===== config.mk =====
export PLATFORM = sky130hd
export DESIGN_NAME = mem_arb
export DESIGN_NICKNAME = d
export VERILOG_FILES = /design/src/rtl/mem_arb.sv
export SDC_FILE = /design/constraint.sdc
export NUM_CORES = 1
export LEC_CHECK = 0
export CAP_MARGIN = 25
export CORE_MARGIN = 4
export CORE_UTILIZATION = 40
export CTS_CLUSTER_DIAMETER = 50
export DETAILED_ROUTE_END_ITERATION = 7
export GPL_TIMING_DRIVEN = 0
export PLACE_DENSITY = 0.8
export SLEW_MARGIN = 20
export SYNTH_ARGS = -nofsm -noshare
export SYNTH_HDL_FRONTEND = slang
export SYNTH_SLANG_ARGS = --single-unit

===== constraint.sdc =====
create_clock -name clk -period 2 [get_ports clk]
set_clock_uncertainty 0.2 [all_clocks]
set_input_delay 0.2 -clock clk [delete_from_list [all_inputs] [get_ports clk]]
set_output_delay 0.2 -clock clk [all_outputs]
set_load 0.01 [all_outputs]

===== src/rtl/mem_arb.sv =====
// ============================================================================
// Module   : mem_arb
// Brief    : Two-port arbiter in front of a single-port memory with
//            registered outputs, fixed-priority plus starvation guard, or
//            round-robin arbitration when MEM_ARB_RR_EN is defined.
// Revision : 1.0 - initial release
// ============================================================================
`default_nettype none

module mem_arb #(
    parameter int MEM_LAT    = 1,
    parameter int STARVE_MAX = 3
) (
    input  logic        clk,
    input  logic        rst_f,
    input  logic        req0,
    input  logic        req1,
    input  logic        we0,
    input  logic        we1,
    input  logic [15:0] addr0,
    input  logic [15:0] addr1,
    input  logic [31:0] wdata0,
    input  logic [31:0] wdata1,
    output logic        gnt0,
    output logic        gnt1,
    output logic        rvalid0,
    output logic        rvalid1,
    output logic [31:0] rdata0,
    output logic [31:0] rdata1,
    output logic        mem_en,
    output logic        mem_we,
    output logic [15:0] mem_addr,
    output logic [31:0] mem_wdata,
    input  logic [31:0] mem_rdata,
    output logic        busy
);

    typedef enum logic [1:0] {
        S_IDLE   = 2'd0,
        S_ACCESS = 2'd1,
        S_WAIT   = 2'd2,
        S_RESP   = 2'd3
    } state_t;

    localparam logic [2:0] c_wait_last  = 3'(MEM_LAT - 1);
    localparam logic [3:0] c_starve_max = 4'(STARVE_MAX);

    state_t      r_state;
    state_t      w_nxt_state;

    logic        r_win;
    logic        r_we;
    logic [2:0]  r_wait_cnt;

    logic        r_gnt0;
    logic        r_gnt1;
    logic        r_rvalid0;
    logic        r_rvalid1;
    logic [31:0] r_rdata0;
    logic [31:0] r_rdata1;
    logic        r_mem_en;
    logic        r_mem_we;
    logic [15:0] r_mem_addr;
    logic [31:0] r_mem_wdata;
    logic        r_busy;

    logic        w_any_req;
    logic        w_pick1;
    logic        w_start;
    logic        w_sel_we;
    logic [15:0] w_sel_addr;
    logic [31:0] w_sel_wdata;
    logic        w_wait_last;
    logic        w_capture;

    logic        w_nxt_gnt0;
    logic        w_nxt_gnt1;
    logic        w_nxt_rvalid0;
    logic        w_nxt_rvalid1;
    logic        w_nxt_mem_en;
    logic        w_nxt_mem_we;
    logic [15:0] w_nxt_mem_addr;
    logic [31:0] w_nxt_mem_wdata;
    logic        w_nxt_busy;

`ifdef MEM_ARB_RR_EN
    // r_rr_ptr = 1 means port 1 wins the next contended arbitration.
    logic        r_rr_ptr;

    always_comb begin
        w_pick1 = req1 && (!req0 || r_rr_ptr);
    end

    always_ff @(posedge clk) begin
        if (rst_f) begin
            r_rr_ptr <= 1'b0;
        end else if (w_start) begin
            r_rr_ptr <= !w_pick1;
        end
    end
`else
    logic [3:0]  r_starve;
    logic        w_starved;

    always_comb begin
        w_starved = (r_starve == c_starve_max);
        w_pick1   = req1 && !(req0 && w_starved);
    end

    // Counts arbitrations port 0 lost; cleared as soon as port 0 wins.
    always_ff @(posedge clk) begin
        if (rst_f) begin
            r_starve <= 4'd0;
        end else if (w_start && req0) begin
            if (!w_pick1) begin
                r_starve <= 4'd0;
            end else if (r_starve != 4'hF) begin
                r_starve <= r_starve + 4'd1;
            end
        end
    end
`endif

    // Next-state and next-output logic; every output is registered below.
    always_comb begin
        w_any_req   = req0 || req1;
        w_start     = (r_state == S_IDLE) && w_any_req;
        w_sel_we    = w_pick1 ? we1    : we0;
        w_sel_addr  = w_pick1 ? addr1  : addr0;
        w_sel_wdata = w_pick1 ? wdata1 : wdata0;
        w_wait_last = (r_wait_cnt == c_wait_last);
        w_capture   = (r_state == S_WAIT) && w_wait_last;

        w_nxt_state = r_state;
        case (r_state)
            S_IDLE: begin
                if (w_any_req) begin
                    w_nxt_state = S_ACCESS;
                end
            end
            S_ACCESS: begin
                w_nxt_state = r_we ? S_IDLE : S_WAIT;
            end
            S_WAIT: begin
                if (w_wait_last) begin
                    w_nxt_state = S_RESP;
                end
            end
            S_RESP: begin
                w_nxt_state = S_IDLE;
            end
            default: begin
                w_nxt_state = S_IDLE;
            end
        endcase

        w_nxt_gnt0      = w_start && !w_pick1;
        w_nxt_gnt1      = w_start && w_pick1;
        w_nxt_mem_en    = w_start;
        w_nxt_mem_we    = w_start && w_sel_we;
        w_nxt_mem_addr  = w_start ? w_sel_addr  : 16'd0;
        w_nxt_mem_wdata = w_start ? w_sel_wdata : 32'd0;
        w_nxt_rvalid0   = w_capture && !r_win;
        w_nxt_rvalid1   = w_capture && r_win;
        w_nxt_busy      = (w_nxt_state != S_IDLE);
    end

    always_ff @(posedge clk) begin
        if (rst_f) begin
            r_state <= S_IDLE;
        end else begin
            r_state <= w_nxt_state;
        end
    end

    always_ff @(posedge clk) begin
        if (rst_f) begin
            r_win      <= 1'b0;
            r_we       <= 1'b0;
            r_wait_cnt <= 3'd0;
        end else begin
            if (w_start) begin
                r_win <= w_pick1;
                r_we  <= w_sel_we;
            end
            if (r_state == S_WAIT) begin
                r_wait_cnt <= r_wait_cnt + 3'd1;
            end else begin
                r_wait_cnt <= 3'd0;
            end
        end
    end

    always_ff @(posedge clk) begin
        if (rst_f) begin
            r_gnt0      <= 1'b0;
            r_gnt1      <= 1'b0;
            r_rvalid0   <= 1'b0;
            r_rvalid1   <= 1'b0;
            r_rdata0    <= 32'd0;
            r_rdata1    <= 32'd0;
            r_mem_en    <= 1'b0;
            r_mem_we    <= 1'b0;
            r_mem_addr  <= 16'd0;
            r_mem_wdata <= 32'd0;
            r_busy      <= 1'b0;
        end else begin
            r_gnt0      <= w_nxt_gnt0;
            r_gnt1      <= w_nxt_gnt1;
            r_rvalid0   <= w_nxt_rvalid0;
            r_rvalid1   <= w_nxt_rvalid1;
            r_mem_en    <= w_nxt_mem_en;
            r_mem_we    <= w_nxt_mem_we;
            r_mem_addr  <= w_nxt_mem_addr;
            r_mem_wdata <= w_nxt_mem_wdata;
            r_busy      <= w_nxt_busy;
            // Read data is held until the next read completes on that port.
            if (w_nxt_rvalid0) begin
                r_rdata0 <= mem_rdata;
            end
            if (w_nxt_rvalid1) begin
                r_rdata1 <= mem_rdata;
            end
        end
    end

    assign gnt0      = r_gnt0;
    assign gnt1      = r_gnt1;
    assign rvalid0   = r_rvalid0;
    assign rvalid1   = r_rvalid1;
    assign rdata0    = r_rdata0;
    assign rdata1    = r_rdata1;
    assign mem_en    = r_mem_en;
    assign mem_we    = r_mem_we;
    assign mem_addr  = r_mem_addr;
    assign mem_wdata = r_mem_wdata;
    assign busy      = r_busy;

    a_one_gnt: assert property (@(posedge clk) disable iff (rst_f)
        !(r_gnt0 && r_gnt1));
    a_one_rvalid: assert property (@(posedge clk) disable iff (rst_f)
        !(r_rvalid0 && r_rvalid1));

endmodule

`default_nettype wire

---- After elaboration in Yosys (flattened, before gate mapping) ----
Cells that the tools add are included.
storage, ports and cells
  register bits after elaboration ......... 130
  output and inout bits ................... 119
  logic and storage cells ................. 55
operators by class
  $add $sub $neg .......................... 2
  eq/ne operators ......................... 6
  muxes and demuxes ....................... 9
  bitwise logic cells ..................... 2
  reduce and logical (&&, ||, !) cells .... 20
operators with widths
  cell                                                    count
  2-to-1 mux 32 bit                                       1
  2-to-1 mux 16 bit                                       1
  logical AND 1 bit                                       10
  2-to-1 mux 4 bit                                        2
  one-hot mux 2 bit (4 select lines)                      1
  2-to-1 mux 2 bit                                        3
  adder 4 x 1 -> 4 bit (second input constant)            1
  == test 2 bit (second input constant)                   2
  == test 4 x 2 -> 1 bit (second input constant)          1
  inequality test 4 bit (second input constant)           1
  OR reduction 2 bit                                      2
  adder 3 x 1 -> 3 bit (second input constant)            1
  logical NOT 1 bit                                       3
  logical NOT 3 bit                                       1
  == test 2 x 1 -> 1 bit (second input constant)          1
  logical NOT 2 bit                                       1
  inequality test 2 x 1 -> 1 bit (second input constant)  1
  inverter 1 bit                                          2
  AND reduction 2 bit                                     1
  nonzero test 2 bit                                      1
  logical OR 1 bit                                        1
  2-to-1 mux 1 bit                                        1

---- Depth between registers and ports, before layout ----
Gate-level depths: netlist of the first run.
  depth after elaboration ................. 6
  gate-level depth with buffers ........... 7
  depth with buffers taken out ............ 5

---- Least setup slack after synthesis of the first run ----
No wires, ideal clock.
  path type ............................... reg2reg
  from .................................... reg r_starve[0]
  to ...................................... reg r_we
  arrival ................................. 1.477 ns
  data required time ...................... 1.709 ns
  path slack .............................. 0.232 ns
  cell stages (with the launch flop) ...... 6
  path buffers ............................ 1
  clock period less this slack ............ 1.768 ns
  path through ............................ dfxtp_1 ha_1 and4bb_2 clkbuf_1 o21ai_0 a311oi_1
on the way
  longest elaborated chain between the ends .. 5
ends and longest elaborated chain
  what                    RTL line  text
  start, declared         102       logic [3:0] r_starve;
  start signal, assigned  118       r_starve <= r_starve + 4'd1;
  == test 4 x 2 -> 1 bit  106       w_starved = (r_starve == c_starve_max);
  logical AND 1 bit       107       w_pick1 = req1 && !(req0 && w_starved);
  logical NOT 1 bit       107
  logical AND 1 bit       107
  2-to-1 mux 1 bit        128       w_sel_we = w_pick1 ? we1 : we0;
  end signal, assigned    184       r_we <= w_sel_we;
  end, declared           52        logic r_we;
Every way passes these cells.
A chain may end at the register's enable or synchronous reset.

---- Worst setup path in the final report of the first run ----
  from .................................... reg r_wait_cnt[0]
  to ...................................... reg r_rdata0[29], in the netlist rdata0[29]
on the way
  longest elaborated chain between the ends .. 3
ends and longest elaborated chain
  what                    RTL line  text
  start, declared         53        logic [2:0] r_wait_cnt;
  start signal, assigned  187       r_wait_cnt <= r_wait_cnt + 3'd1;
  logical NOT 3 bit       131       w_wait_last = (r_wait_cnt == c_wait_last);
  logical AND 1 bit       132       w_capture = (r_state == S_WAIT) && w_wait_last;
  logical AND 1 bit       163       w_nxt_rvalid0 = w_capture && !r_win;
  end signal, assigned    219       r_rdata0 <= mem_rdata;
  end, declared           59        logic [31:0] r_rdata0;
Every way passes these cells.

==> results of run 1 <==
-- critical path, stage by stage (launching register included) --
cell and delay (ns):
dfxtp_1 0.35, inv_1 0.05, ha_1 0.21, nand4bb_1 0.14
buf_2 0.23, clkbuf_1 0.34, o21ai_0 0.18, a21oi_1 0.17
-- timing repair --
item,CTS,global route
pin swaps,0,2
cloned,0,0
setup endpoints to repair,5,67
gates resized for setup,4,13
buffers inserted,0,0
-- cell usage in the layout, fill, tap and decap left out, drive strengths merged, types with 2 or more instances in the layout --
cell,synthesis,layout
clkdlybuf4s50,0,252
dfxtp,130,130
a21oi,119,119
nand3,117,117
o21ai,116,116
clkbuf,46,61
buf,19,23
inv,10,11
nor2,7,7
bufinv,0,7
nand2,4,4
clkinv,0,4
a211o,3,3
nor3,3,3
ha,3,3
nand4bb,2,2
nand4,2,2
nor3b,2,2
nand3b,2,2
a31oi,2,2
-- final timing paths --
kind	cells after the start	slack (ns)	from	endpoint
worst max-delay path	7	0.06	r_wait_cnt[0]	rdata0[29]
worst min-delay path	3	0.16	wdata0[18]	mem_wdata[18]
worst max register to register	7	0.06	r_wait_cnt[0]	rdata0[29]
worst min register to register	1	0.26	r_wait_cnt[0]	r_wait_cnt[0]
-- area by class of cell --
type | instances | area, um^2
Buffer | 65 | 319.1
Clock buffer | 19 | 452.9
Clock inverter | 13 | 254.0
Fill cell | 937 | 3685
Inverter | 10 | 37.54
Multi-Input combinational cell | 392 | 2078
Sequential cell | 130 | 2603
Tap cell | 168 | 210.2
Timing Repair Buffer | 252 | 2522
-- per-stage QoR --
step / setup TNS, ns / setup WS, ns / instances
after floorplan: 0 / 0.2322 / 597
after global placement: -7.006 / -0.2320 / 1017
after detailed placement: -8.449 / -0.2521 / 1017
after CTS: 0 / 0.00008238 / 1049
after global routing: -2.365 / -0.1321 / 1049
final: 0 / 0.05614 / 1049
-- state kept, by name (all words and copies together) (netlist names), 2 cells and up --
| name | flops |
|---|---|
| r_state | 2 |
| mem_addr | 16 |
| rdata1 | 32 |
| r_starve | 4 |
| rdata0 | 32 |
| mem_wdata | 32 |
| r_wait_cnt | 3 |
-- power groups by stage --
stage | Clock, W | Combinational [W] | Sequential (W)
after floorplan | 0 | 0.000486 | 0.00293
after global placement | 0 | 0.00126 | 0.00286
after detailed placement | 0 | 0.00128 | 0.00287
after CTS | 0.00373 | 0.00130 | 0.00282
after global routing | 0.00385 | 0.00140 | 0.00283
final | 0.00372 | 0.00130 | 0.00282
-- kinds of logic (layout without fill, tap and decap cells) --
logic type / after synthesis / count (layout)
buf+inv: 75 / 359
compound gates: 243 / 243
flops: 130 / 130
simple gates: 145 / 145
fa+ha+maj: 3 / 3
xor+xnor: 1 / 1
-- per-layer routing --
layer | up-vias | global-route usage (%)
met2 | 306 | 45.52
met1 | 2682 | 25.63
met3 | 42 | 9.566
met4 | 0 | 10.24
li1 | 2685 | -
met5 | - | 0
==> results.tsv, run 1 <==
metric	value	unit
outcome	finished clean	
gpl congestion	0.9029	
largest area contributor in the netlist	dfxtp_1	
total routed wirelength	18830	um
Net Switching	0.001901	W
routed wl met3	1994	um
Clock Path Buffers	2	
# diodes	0	
Tcrit/Tclk final	97.19	%
mux contribution to synthesized area	0	%
WL/cell	17.95	um
cell with the most instances after synthesis	dfxtp_1	
Die Y	120.0	um
DP HPWL	13770	um
Clock Latency Late Sink	0.41	ns
RSZ-0062 raised after global routing	true	
Ports	253	
fin area	8477	um^2
final setup violation count	0	
Simple-Gate Fraction of Synth Area	15.19	%
drt drc	0	
row cnt	40	
Layout Utilization	69.70	%
Root Driver	clkbuf_16	
compound-gate portion of the synthesized area	25.12	%
largest family of logic cells by synthesized area	compound AO/OA/AOI/OAI gates	
first-pass iteration count of the detailed router	6	
DRT antenna net count	0	
cts hold-fix bufs	0	
Synth Net Count	734	
largest net degree at the start of global routing	17	
maximum vdd drop	0.5709	mV
core area	12160	um^2
die footprint	14400	um^2
Sw Ratio	24.25	%
Vias	5715	
Final min period	1.944	ns
final-report max-slew violation count	0	
Final Hold Viols	0	
Synth Register Bits	130	
Main synth FF type	dfxtp_1	
worst hold slack	0.1568	ns
Flop pwr share	35.9	%
Met1 Wirelength	6861	um
Setup CP Type	reg2reg	
maximum capacitance violations	0	
first-pass GRT wire length	28550	um
vias in the first global route	5733	
GRT Util Overall	25.04	%
worst hold path type	in2reg	
Leakage	2.960	nW
Area contributors post-synth	dfxtp_1, nand3_1, a21oi_1	
Commonest cells post-synth	dfxtp_1, nand3_1, a21oi_1, o21ai_0, clkbuf_1	
worst slew pin tran	0.5560	ns
fraction of layout cells with a size suffix above 1	7.264	%
CTS clk-pin slew, worst paths	0.06	ns
H-tree levels	4	
antenna violations before repair	0	
Slew Limit Headroom	62.93	%
TritonCTS clock tree	done	
ys async rst share	0	%
PortBufs	252	
CP endpoint kind	flip-flop	
area grow syn2layout	68.99	%
clock power share	47.5	%
die width	120.0	um
WL met2	9493	um
Final Net Count	1005	
Unique masters post-synth	31	
synth warn	0	
Num CTS Buffers	17	
critical path peak fanout	10	
PD cells	925.0	nW/um^2
total power	0.007841	W
DP Area	7749	um^2
post-synthesis sequential area ratio	51.88	%
Initial Util	41.24	%
Data required, critical path	2.15	ns
Comb power frac	16.6	%
number of flops mapped to enable cells by yosys	0	
top-area cell type share of the netlist area	51.88	%
fmax	0.5144	GHz
worst path arrival time	2.09	ns
Mapped Area	5016	um^2
Post-Synthesis Cells	597	
GR Overflow Total	0	
CTS Sinks	130	
area share of xor/xnor cells in the synthesized design	0.1746	%
CP startpoint kind	flip-flop	
Avg Inst Size Synth	8.402	um^2
Pint	0.005940	W
post-synthesis adder-cell area fraction	0.7483	%
highest metal used	met4	
Iter 0 DRT Violations	463	
via-per-instance ratio	5.448	
Note: power is estimated with default switching activity, not from simulation.
==> inputs of run 2 (changes only) <==
- CORE_MARGIN: 4 -> 5
==> results.tsv, run 2 (synthesis results as in run 1) <==
metric	value	unit
outcome	finished clean	
CTS clk-pin slew, worst paths	0.06	ns
cts hold-fix bufs	0	
total routed wirelength	17870	um
PortBufs	252	
WL/cell	16.95	um
core area	12470	um^2
Iter 0 DRT Violations	470	
H-tree levels	4	
Final min period	1.870	ns
CP endpoint kind	flip-flop	
Num CTS Buffers	17	
most frequent cells in the layout	clkdlybuf4s50_1, dfxtp_1, nand3_1	
area grow syn2layout	67.87	%
Data required, critical path	2.14	ns
GR Overflow Total	0	
worst hold path type	in2reg	
TritonCTS clock tree	done	
fraction of layout cells with a size suffix above 1	7.378	%
Die Y	122.0	um
Final Hold Viols	0	
fillcell total	1068	
largest net degree at the start of global routing	17	
Leakage	2.947	nW
maximum capacitance violations	0	
Tcrit/Tclk final	93.52	%
DP HPWL	13580	um
vias in the first global route	5462	
CP startpoint kind	flip-flop	
maximum vdd drop	0.5671	mV
Clock Latency Late Sink	0.41	ns
antenna violations before repair	1	
final-report max-slew violation count	0	
Clock Path Buffers	2	
commonest non-fill, non-tap cell in the layout	clkdlybuf4s50_1	
Final Net Count	1005	
fmax	0.5346	GHz
first-pass GRT wire length	27470	um
die footprint	14880	um^2
RSZ-0062 raised after global routing	false	
Ports	253	
final setup violation count	0	
first-pass iteration count of the detailed router	5	
fin area	8421	um^2
worst hold slack	0.1500	ns
DRT antenna net count	0	
worst path arrival time	2.01	ns
Root Driver	clkbuf_16	
Setup CP Type	reg2reg	
Layout Utilization	67.55	%
die width	122.0	um
via-per-instance ratio	5.284	
DP Area	7754	um^2
postcts setup bufs	0	
Initial Util	40.24	%
Slew Limit Headroom	63.16	%
PD cells	888.3	nW/um^2
drt drc	0	
gpl congestion	0.8869	
worst slew pin tran	0.5526	ns
CTS Sinks	130	
critical path peak fanout	10	
GRT Util Overall	23.69	%
row cnt	41	
Vias	5569	
## run 2: cell count changes in the layout (fill, tap and decap cells not counted), sizes merged
cell / delta
clkinvlp: -1
bufinv: -2
diode: +1
buf: -2
clkbuf: +5
## run 2: cell type report
| class | count | area, um^2 | area share [%] |
|---|---|---|---|
| inverters | 10 | 37.54 | 0.4458 |
| flip-flops and latches | 130 | 2604 | 30.92 |
| clock inverters | 10 | 178.9 | 2.125 |
| repair buffers | 252 | 2522 | 29.96 |
| multi-input cells | 392 | 2074 | 24.64 |
| well taps | 172 | 215.2 | 2.556 |
| diodes | 1 | 2.502 | 0.02972 |
| clock buffers | 22 | 464.2 | 5.513 |
| plain buffers | 65 | 321.6 | 3.819 |
## run 2: repair_timing
item | 4_1_cts | 5_1_grt
hold endpoints to repair | 0 | 0
resized for setup | 1 | 23
endpoints found under the setup margin | 1 | 70
pin swaps | 0 | 1
## run 2: path summary, 6_finish.rpt
check	startpoint	endpoint	slack, ns	cells after the start
max	r_starve[1]	mem_wdata[9]	0.13	5
min	wdata0[13]	mem_wdata[13]	0.15	3
max reg2reg	r_starve[1]	mem_wdata[9]	0.13	5
min reg2reg	r_wait_cnt[0]	r_wait_cnt[0]	0.25	1
## run 2: stage by stage
stage | cells | setup slack [ns] | TNS, ns | total power, W
final | 1054 | 0.1295 | 0 | 0.007480
after global routing | 1054 | 0.01932 | 0 | 0.007778
after CTS | 1053 | 0.03572 | 0 | 0.007524
after detailed placement | 1021 | -0.2100 | -8.196 | 0.004145
after global placement | 1021 | -0.1970 | -7.212 | 0.004135
after floorplan | 597 | 0.2322 | 0 | 0.003415
## run 2: routing by layer
metal	global-route usage [%]	wire, um	vias up
met5	0	0	-
li1	-	-	2681
met1	25.21	6521	2580
met4	9.384	375	0
met3	11.10	2291	30
met2	40.64	8677	278
## run 2: power breakdown
group	switching, W	internal, W
Clock	0.00110	0.00227
Combinational	0.000632	0.000659
Sequential	0.0000656	0.00275
## run 2: worst max-delay path, cell delays in order, from the launching register on
cell	delay, ns
dfxtp_1	0.37
ha_2	0.25
and4bb_4	0.30
buf_1	0.31
o21ai_0	0.17
a21oi_1	0.19
==> inputs of run 3 (changes only) <==
- GPL_TIMING_DRIVEN: 0 -> not set
==> results.tsv, run 3 (synthesis results as in run 1) <==
metric	value	unit
outcome	finished clean	
commonest non-fill, non-tap cell in the layout	clkdlybuf4s50_1	
Leakage	2.889	nW
fillcell total	1003	
antenna violations before repair	0	
worst slew pin tran	0.6721	ns
maximum capacitance violations	0	
sum of negative setup slack	0	ns
Initial Util	40.24	%
first-pass GRT wire length	25860	um
TritonCTS clock tree	done	
Iter 0 DRT Violations	541	
fmax	0.5353	GHz
CTS clk-pin slew, worst paths	0.06	ns
die width	122.0	um
Final Hold Viols	0	
total routed wirelength	16890	um
DRT antenna net count	0	
Vias	5379	
Final min period	1.868	ns
Clock Path Buffers	2	
die footprint	14880	um^2
worst r2r src	r_starve[0]	
Root Driver	clkbuf_16	
total power	0.007221	W
area grow syn2layout	66.03	%
largest net degree at the start of global routing	67	
RSZ-0062 raised after global routing	false	
PD cells	867.0	nW/um^2
Ports	253	
H-tree levels	4	
postcts setup bufs	0	
worst path arrival time	2.00	ns
row cnt	41	
Num CTS Buffers	17	
maximum vdd drop	0.6360	mV
drt drc	0	
Setup CP Type	reg2reg	
DP Area	7689	um^2
worst hold path type	in2reg	
Final Net Count	963	
GRT Util Overall	21.80	%
fraction of layout cells with a size suffix above 1	8.343	%
vias in the first global route	5236	
Tcrit/Tclk final	93.41	%
Clock Latency Late Sink	0.41	ns
Worst Setup SP	r_starve[0]	
gpl congestion	0.7942	
DP HPWL	12030	um
slack of the worst reg-to-reg path	0.13	ns
Die Y	122.0	um
worst hold slack	0.1533	ns
Slew Limit Headroom	55.20	%
GR Overflow Total	0	
core area	12470	um^2
final setup violation count	0	
critical path peak fanout	14	
# diodes	0	
most frequent cells in the layout	clkdlybuf4s50_1, dfxtp_1, nand3_1	
fin area	8328	um^2
HP Start	wdata0[11]	
PortBufs	252	
Data required, critical path	2.13	ns
via-per-instance ratio	5.320	
final-report max-slew violation count	0	
CP startpoint kind	flip-flop	
CP endpoint kind	flip-flop	
first-pass iteration count of the detailed router	5	
CTS Sinks	130	
WL/cell	16.71	um
-- run 3: path summary, 6_finish.rpt --
| path | end | depth (start not counted) |
|---|---|---|
| setup / recovery | mem_addr[15] | 5 |
| hold reg to reg | r_wait_cnt[0] | 1 |
| setup reg to reg | mem_addr[15] | 5 |
| hold / removal | mem_wdata[11] | 3 |
-- run 3: layer usage --
metal | GRT usage (%) | wire length (um) | up-vias
met5 | 0 | 0 | -
met1 | 23.52 | 6436 | 2499
met2 | 37.26 | 8131 | 260
met4 | 8.824 | 405 | 0
li1 | - | - | 2590
met3 | 9.749 | 1916 | 30
-- run 3: critical path: stages, from the launching register on --
cell	delay, ns
dfxtp_1	0.40
ha_1	0.30
and4bb_2	0.34
buf_4	0.21
o21ai_0	0.13
a21oi_1	0.21
-- run 3: stage by stage --
stage | instances | setup slack, ns | util (%)
global route | 1011 | 0.03400 | 66.81
finish | 1011 | 0.1318 | 66.81
detailed placement | 976 | 0.09121 | 61.68
floorplan | 597 | 0.2322 | -
global placement | 976 | 0.1159 | 61.68
CTS | 1010 | 0.08708 | 66.74
-- run 3: cell type report --
| class | instances | area, um^2 | share of cell area (%) |
|---|---|---|---|
| multi-input combinational | 392 | 2095 | 25.15 |
| sequential | 130 | 2604 | 31.27 |
| tap | 172 | 215.2 | 2.584 |
| timing repair buffer | 274 | 2758 | 33.11 |
| inverter | 10 | 41.29 | 0.4958 |
| clock buffer | 19 | 452.9 | 5.439 |
| clock inverter | 13 | 157.7 | 1.893 |
| timing repair inverter | 1 | 5.005 | 0.06010 |
-- run 3: what timing repair did --
action	in CTS	in global routing
gates resized for setup	0	1
endpoints found under the hold margin	8	0
hold buffers	2	0
setup endpoints to repair	0	26
-- run 3: report_power, final --
part	leakage, nW	internal [W]	total [W]	switching [W]
Sequential	1.06	0.00275	0.00281	0.0000620
Combinational	1.54	0.000658	0.00126	0.000604
Clock	0.291	0.00202	0.00315	0.00113
Total	2.89	0.00543	0.00722	0.00180
